===== src/rtl/pcpi_pkg.sv =====
// Shared definitions for the PCPI initiator and its responders:
// issuer state encoding, RV32M decode constants and the default trap timeout.
package pcpi_pkg;

    typedef enum logic [1:0] {
        IDLE  = 2'd0,
        ISSUE = 2'd1,
        RESP  = 2'd2
    } pcpi_state_e;

    localparam logic [6:0] PCPI_OPCODE_OP       = 7'b0110011;
    localparam logic [6:0] PCPI_FUNCT7_MULDIV   = 7'b0000001;
    localparam int         PCPI_TIMEOUT_DEFAULT = 16;

endpackage


===== src/rtl/pcpi_timeout_ctr.sv =====
// Down-counter that flags an unclaimed PCPI instruction after TIMEOUT idle
// ISSUE cycles; TIMEOUT=0 turns it into a counter that never expires.
module pcpi_timeout_ctr
    import pcpi_pkg::*;
#(
    parameter int TIMEOUT = PCPI_TIMEOUT_DEFAULT
) (
    input  logic clk,
    input  logic resetn,
    input  logic load,
    input  logic dec,
    output logic expired
);

    localparam int            CW       = (TIMEOUT > 0) ? $clog2(TIMEOUT + 1) : 1;
    localparam logic [CW-1:0] LOAD_VAL = CW'(TIMEOUT);
    localparam logic [CW-1:0] ONE      = CW'(1);

    logic [CW-1:0] count;

    always_ff @(posedge clk) begin
        if (!resetn) begin
            count <= '0;
        end else if (load) begin
            count <= LOAD_VAL;
        end else if (dec && (TIMEOUT != 0) && (count != '0)) begin
            count <= count - ONE;
        end
    end

    // Expiry is judged on the value present at the edge that would consume it.
    assign expired = (TIMEOUT != 0) && dec && !load && (count == ONE);

endmodule


===== src/rtl/pcpi_issuer.sv =====
// CPU-side PCPI initiator: takes one instruction on a valid/ready request port,
// drives it onto the PCPI bus, and returns the result or a timeout trap.
module pcpi_issuer
    import pcpi_pkg::*;
#(
    parameter int TIMEOUT = PCPI_TIMEOUT_DEFAULT
) (
    input  logic        clk,
    input  logic        resetn,

    input  logic        req_valid,
    output logic        req_ready,
    input  logic [31:0] req_insn,
    input  logic [31:0] req_rs1,
    input  logic [31:0] req_rs2,

    output logic        rsp_valid,
    input  logic        rsp_ready,
    output logic [31:0] rsp_data,
    output logic        rsp_wr,
    output logic        rsp_trap,

    output logic        pcpi_valid,
    output logic [31:0] pcpi_insn,
    output logic [31:0] pcpi_rs1,
    output logic [31:0] pcpi_rs2,
    input  logic        pcpi_wr,
    input  logic [31:0] pcpi_rd,
    input  logic        pcpi_wait,
    input  logic        pcpi_ready
);

    pcpi_state_e state, state_next;
    logic        issue_q;
    logic        accept;
    logic        ctr_load;
    logic        ctr_dec;
    logic        ctr_expired;

    assign req_ready = (state == IDLE);
    assign rsp_valid = (state == RESP);
    assign accept    = (state == IDLE) && req_valid;

    // Dropping valid in the ready cycle keeps a responder from decoding the same insn twice.
    assign pcpi_valid = issue_q && !pcpi_ready;

    assign ctr_load = accept || ((state == ISSUE) && !pcpi_ready && pcpi_wait);
    assign ctr_dec  = (state == ISSUE) && !pcpi_ready && !pcpi_wait;

    pcpi_timeout_ctr #(
        .TIMEOUT (TIMEOUT)
    ) u_timeout (
        .clk     (clk),
        .resetn  (resetn),
        .load    (ctr_load),
        .dec     (ctr_dec),
        .expired (ctr_expired)
    );

    always_ff @(posedge clk) begin
        if (!resetn) begin
            state   <= IDLE;
            issue_q <= 1'b0;
        end else begin
            state   <= state_next;
            issue_q <= (state_next == ISSUE);
        end
    end

    always_comb begin
        state_next = state;
        case (state)
            IDLE: begin
                if (req_valid) begin
                    state_next = ISSUE;
                end
            end
            ISSUE: begin
                if (pcpi_ready || ctr_expired) begin
                    state_next = RESP;
                end
            end
            RESP: begin
                if (rsp_ready) begin
                    state_next = IDLE;
                end
            end
            default: state_next = IDLE;
        endcase
    end

    // A ready in the same cycle as expiry wins: the trap branch is only the fallback.
    always_ff @(posedge clk) begin
        if (!resetn) begin
            pcpi_insn <= '0;
            pcpi_rs1  <= '0;
            pcpi_rs2  <= '0;
            rsp_data  <= '0;
            rsp_wr    <= 1'b0;
            rsp_trap  <= 1'b0;
        end else begin
            if (accept) begin
                pcpi_insn <= req_insn;
                pcpi_rs1  <= req_rs1;
                pcpi_rs2  <= req_rs2;
            end
            if ((state == ISSUE) && pcpi_ready) begin
                rsp_data <= pcpi_wr ? pcpi_rd : 32'd0;
                rsp_wr   <= pcpi_wr;
                rsp_trap <= 1'b0;
            end else if (ctr_expired) begin
                rsp_data <= 32'd0;
                rsp_wr   <= 1'b0;
                rsp_trap <= 1'b1;
            end
        end
    end

endmodule


===== config.mk =====
export PLATFORM = sky130hd
export DESIGN_NAME = pcpi_issuer
export DESIGN_NICKNAME = d
export VERILOG_FILES = /design/src/rtl/pcpi_pkg.sv /design/src/rtl/pcpi_timeout_ctr.sv /design/src/rtl/pcpi_issuer.sv
export SDC_FILE = /design/constraint.sdc
export NUM_CORES = 1
export LEC_CHECK = 0
export CORE_MARGIN = 2
export CORE_UTILIZATION = 43
export CTS_CLUSTER_DIAMETER = 80
export DETAILED_ROUTE_END_ITERATION = 16
export PLACE_DENSITY = 0.86
export SKIP_LAST_GASP = 1
export SYNTH_ARGS = -nofsm -noshare
export SYNTH_HDL_FRONTEND = slang
export SYNTH_HIERARCHICAL = 1
export SYNTH_SLANG_ARGS = --single-unit
export TNS_END_PERCENT = 1

===== constraint.sdc =====
create_clock -name clk -period 3.57 [get_ports clk]
set_input_delay 0.8925 -clock clk [delete_from_list [all_inputs] [get_ports clk]]
set_output_delay 0.8925 -clock clk [all_outputs]
set_load 0.005 [all_outputs]

==> metrics.txt, run 1 <==
outcome finished clean; core area ~0.012 mm²; clock buffer depth 2; max-cap violations 0; CP Cell Sequence clkdlybuf4s50_1 -> nor2b_1 -> clkdlybuf4s50_1; vias in the first global route just under 5000; clk sinks about 140; hold_buf cts 0; Max stage delay on crit path around 0.53 ns; Pre-Repair DR Iteration Count 5; cts bufs inserted 17; Avg Inst Size Synth around 8.3 µm²; number of synthesized flops with an enable pin 0; final clock skew around 0.008 ns; CP required roughly 2.7 ns; chip width about 110 µm; Synth top cells by count dfxtp_1 (138), nand2_1 (132), nand3_1 (125), o21ai_1 (74), o21ai_0 (50); Worst R2R Path Depth 9; most frequent cell on the critical path clkdlybuf4s50_1; Mapped Cells 630; Clock Tree Root clkbuf_16; H-Tree Depth 4; period utilization a little under nine tenths; clock slew at reported path FFs roughly 0.05 ns; chip height 114 µm; Final Hold Vio Count 0; grt ovf 0; Fin Setup TNS 0 ns; asr flop ratio synth 0%; drt wl/cell approximately 15 µm; Synth cell types 35; WHS Path Cells 2; Skew-Pair Late Insertion Delay around 0.4 ns; Seq/Total Area, Yosys 53.1%; worst slack at placement 0.585 ns; RSZ-0062 raised after global routing false; fill count 877; initial antenna violation count 1; Tot GR Track Use 23.6%; count leader, synth dfxtp_1; Multi-input gate area about 0.0021 mm²; 1st-iter DRT viols 380; Area contributors post-synth dfxtp_1 (53%), nand3_1 (12%), nand2_1 (9.5%); Die ar. 0.0130 mm²; number of synthesized register bits between 100 and 150; total number of vias between 5000 and 6000; final slew viol count 0; GP Congestion 0.772; crit-path max FO 6; Hold/Removal Path Class reg -> reg; row cnt 40; I/O pins ~270; WL final roughly 15 mm; Synthesis Warnings 6; number of port buffers 267; largest net degree at the start of global routing approximately 140; cts repair resizes 0; relative slew slack a little over half; Worst Max-Slew Pin Slew 0.691 ns; f_max approximately 330 MHz; CP max stage cell clkdlybuf4s50_1; post-synthesis to final-layout area growth 64.0%; Critical Path Sink Type primary output; final setup fails 0; hpwl dp just over 10 mm; Worst setup SP type input pin; DRT antenna net count 0; vias per cell about 5.0; # DRC 0; WS Path Type in -> out; Pleak 0.00313 µW; leading area contributor after synthesis dfxtp_1; initial core utilization around 44%; TritonCTS clock tree done; Worst Setup Slack, final around 0.52 ns; first-pass GRT wire length 24.0 mm; Mapped Nets 767; prevailing post-synth register cell dfxtp_1; Worst VDD drop about 0.00036 V; nets@finish approximately 1000; share of cells above drive strength 1 under 10%; Crit path arrival time ~2.2 ns; register area approximately 0.0028 mm²; PD cells between 400 and 500 mW/mm²; post-synth top area share a little over half; Setup Buffers After CTS 0; Syn Std Cell Area 0.00520 mm²; Final Critical Period ~3.1 ns
-- placed cells by master (no fill, tap or decap), types with 5 or more instances in the layout --
| cell | instances |
|---|---|
| o21ai_2 | 6 |
| a21oi_1 | 5 |
| nand3_1 | 125 |
| clkbuf_8 | 7 |
| clkbuf_16 | 17 |
| clkdlybuf4s50_1 | 266 |
| nand2_1 | 132 |
| o21ai_1 | 74 |
| nor2_1 | 5 |
| o21ai_0 | 50 |
| dfxtp_1 | 138 |
-- per-layer routing --
| metal | track usage [%] | wire (µm) | up-vias |
|---|---|---|---|
| met4 | 14.5 | 706 | 0 |
| met3 | 11.7 | 1750 | 47 |
| met1 | 25.3 | 5860 | 2296 |
| li1 | - | - | 2613 |
| met2 | 37.3 | 7030 | 225 |
| met5 | 0 | 0 | - |
-- state kept, by name (all words and copies together), names as in the netlist --
name and cells:
rsp_trap 1, rsp_wr 1, pcpi_rs1 32, u_timeout/count 5, rsp_data 32, state 2, pcpi_insn 32, issue_q 1
pcpi_rs2 32
-- path summary, 6_finish.rpt --
kind	start	endpoint	slack, ns
hold / removal	pcpi_insn[5]	pcpi_insn[5]	0.45
hold reg to reg	pcpi_insn[5]	pcpi_insn[5]	0.45
setup / recovery	pcpi_ready	pcpi_valid	0.52
setup reg to reg	state[0]	rsp_data[17]	1.63
-- kinds of logic (layout without fill, tap and decap cells) --
| family | after synthesis | in the layout | share of synthesized area (%) |
|---|---|---|---|
| AND/OR/NAND/NOR | 288 | 288 | 25.9 |
| AO/OA/AOI/OAI | 141 | 141 | 14.3 |
| flip-flops | 138 | 138 | 53.1 |
| buffers and inverters | 61 | 310 | 6.14 |
| adder cells (fa/ha/maj) | 2 | 2 | 0.481 |
| other | 0 | 1 | 0 |
-- critical path, delay by kind of cell --
| kind | cells | cell delay [ns] |
|---|---|---|
| buffers and inverters | 2 | 1.05 |
| and+or+nand+nor | 1 | 0.21 |
-- per-stage QoR --
stage               cell area, µm²  hold slack, ns  utilization, %  instances  power (µW)
floorplan                     5200           0.451               -        630        1930
global placement              7860           0.440            66.0        994        2270
detailed placement            7860           0.444            66.0        994        2280
CTS                           8520           0.455            71.5       1026        4220
global route                  8520           0.468            71.6       1027        4350
finish                        8520           0.452            71.6       1027        4180
-- power breakdown --
part	switching (µW)	total, µW	internal [µW]
sequential	46.9	1680	1630
clock	624	1920	1300
combinational	239	578	339
total	909	4180	3270
-- area by class of cell --
cell class                 count  share of cell area (%)
inverter                       3                   0.132
antenna                        1                  0.0294
clock buffer                  26                    6.21
clock inverter                 6                    1.53
sequential                   138                    32.4
tap                          147                    2.16
multi-input combinational    431                    24.9
timing repair buffer         275                    32.7
No activity file was read; power rests on OpenSTA's default activity.
==> run 2, diff against run 1 <==
--- a/config.mk
+++ b/config.mk
@@ -10,6 +10,7 @@
 export CTS_CLUSTER_DIAMETER = 80
 export DETAILED_ROUTE_END_ITERATION = 16
 export PLACE_DENSITY = 0.86
+export SKIP_CTS_REPAIR_TIMING = 1
 export SKIP_LAST_GASP = 1
 export SYNTH_ARGS = -nofsm -noshare
 export SYNTH_HDL_FRONTEND = slang
==> constraint.sdc (replaced) <==
create_clock -name clk -period 3.8 [get_ports clk]
set_input_delay 0.95 -clock clk [delete_from_list [all_inputs] [get_ports clk]]
set_output_delay 0.95 -clock clk [all_outputs]
set_load 0.005 [all_outputs]
==> metrics.txt, run 2 (same netlist as run 1, synthesis figures left out) <==
post-route cell area ~0.0084 mm²; total number of vias between 5000 and 6000; Hold/Removal Path Class reg -> reg; number of port buffers ~270; proportion of power drawn by the clock network 43.2%; chip width between 100 and 150 µm; Critical Path Sink pcpi_valid; Final Hold Vio Count 0; switching power total about 830 µW; period utilization between 80 and 90%; initial core utilization around 44%; Comb power frac 14.3%; r2r endpoint pcpi_rs1[5]; nets@finish approximately 1000; PD cells roughly 440 mW/mm²; largest net degree at the start of global routing roughly 120; Worst R2R Path Depth 4; outcome finished clean; 1st-iter DRT viols approximately 290; hpwl dp 10.0 mm; clock slew at reported path FFs ~0.050 ns; ANT cells 0; final slew viol count 0; Fin Setup TNS 0 ns; met1 Resource Use GR between 20 and 25%; switching portion of total power ~22%; Pleak around 0.0031 µW; final hold slack approximately 0.45 ns; Tot GR Track Use 22.1%; drt wl/cell between 10 and 15 µm; Clock Tree Root clkbuf_16; final setup fails 0; Critical Path Sink Type primary output; Die ar. about 0.013 mm²; Final Critical Period 3.12 ns; WL final ~15 mm; relative slew slack 45.5%; Skew-Pair Late Insertion Delay 0.41 ns; GP Congestion around 0.77; global routing usage on met3 11.8%; TritonCTS clock tree done; post-synthesis to final-layout area growth 61.9%; core area between 0.01 and 0.015 mm²; # DRC 0; final clock skew ~0.0057 ns; vias per cell roughly 4.9; GR Layer Usage met2 36.2%; f_max 320 MHz; crit-path max FO 6; Pint between 2000 and 3000 µW; sequential share of power about 43%; share of cells above drive strength 1 ~5.9%; Pre-Repair DR Iteration Count 4; H-Tree Depth 4; Worst setup SP type input pin; row cnt 40; clock buffer depth 2; WS Path Type in -> out; busiest grt layer met2; most frequent cells in the layout clkdlybuf4s50_1 (266), dfxtp_1 (138), nand2_1 (132); crit path from pcpi_ready; FF-to-FF setup slack 1.71 ns; Crit path arrival time roughly 2.2 ns; Worst Max-Slew Pin Slew ~0.82 ns; Crit Reg-Reg Startpoint state[0]; CP required roughly 2.9 ns; cts bufs inserted 17; first-pass GRT wire length ~22 mm; max-cap violations 0; RSZ-0062 raised after global routing false; grt ovf 0; clk sinks roughly 140; chip height roughly 110 µm; final core utilization between 70% and 80%; dpl cell area between 0.007 and 0.008 mm²; vias in the first global route between 4000 and 5000; I/O pins between 200 and 300; DRT antenna net count 0; initial antenna violation count 0; commonest non-fill, non-tap cell in the layout clkdlybuf4s50_1; Worst VDD drop 0.000316 V
run 2: changes by cell type in the layout (fill, tap and decap cells not counted), sizes merged:
cell | previous run | this run
buf | 9 | 7
diode | 1 | 0
bufinv | 4 | 2
clkbuf | 26 | 25
clkinv | 2 | 5
run 2: layer usage:
layer  share of wire (%)  up-vias  routed length (µm)
li1                    -     2608                   -
met1                  40     2201                5830
met2                  46      208                6760
met3                  12       28                1720
met4                 2.0        0                 296
met5                   0        -                   0
run 2: per-stage QoR:
| step | instances | power, µW | setup WS (ns) |
|---|---|---|---|
| finish | 1024 | 3710 | 0.678 |
| global route | 1024 | 3870 | 0.646 |
| CTS | 1024 | 3750 | 0.680 |
| detailed placement | 992 | 2140 | 0.695 |
| global placement | 992 | 2130 | 0.758 |
| floorplan | 630 | 1810 | 1.37 |
run 2: how the worst min path moves through the flow:
stage	slack, ns	depth (start not counted)	endpoint	start
final	0.45	2	pcpi_insn[0]	pcpi_insn[0]
after floorplan	0.45	2	pcpi_insn[27]	pcpi_insn[27]
after CTS	0.46	2	pcpi_insn[24]	pcpi_insn[24]
after detailed placement	0.45	2	pcpi_insn[28]	pcpi_insn[28]
after global placement	0.44	2	pcpi_rs1[26]	pcpi_rs1[26]
after global routing	0.47	2	pcpi_insn[28]	pcpi_insn[28]
run 2: power groups by stage:
stage / registers (µW) / clock network [µW] / logic, µW
after floorplan: 1610 / 0 / 201
after global placement: 1600 / 0 / 525
after detailed placement: 1610 / 0 / 530
after CTS: 1580 / 1640 / 536
after global routing: 1590 / 1710 / 577
final: 1580 / 1600 / 530
run 2: critical path, stage by stage:
cell and delay, ns:
clkdlybuf4s50_1 0.53, nor2b_1 0.18, clkdlybuf4s50_1 0.51
run 2: layout make-up:
class | instances | area, µm²
clock inverter | 7 | 88.8
fill | 904 | 3490
multi-input combinational | 431 | 2120
timing repair buffer | 273 | 2760
clock buffer | 25 | 495
tap | 147 | 184
sequential | 138 | 2760
inverter | 3 | 11.3
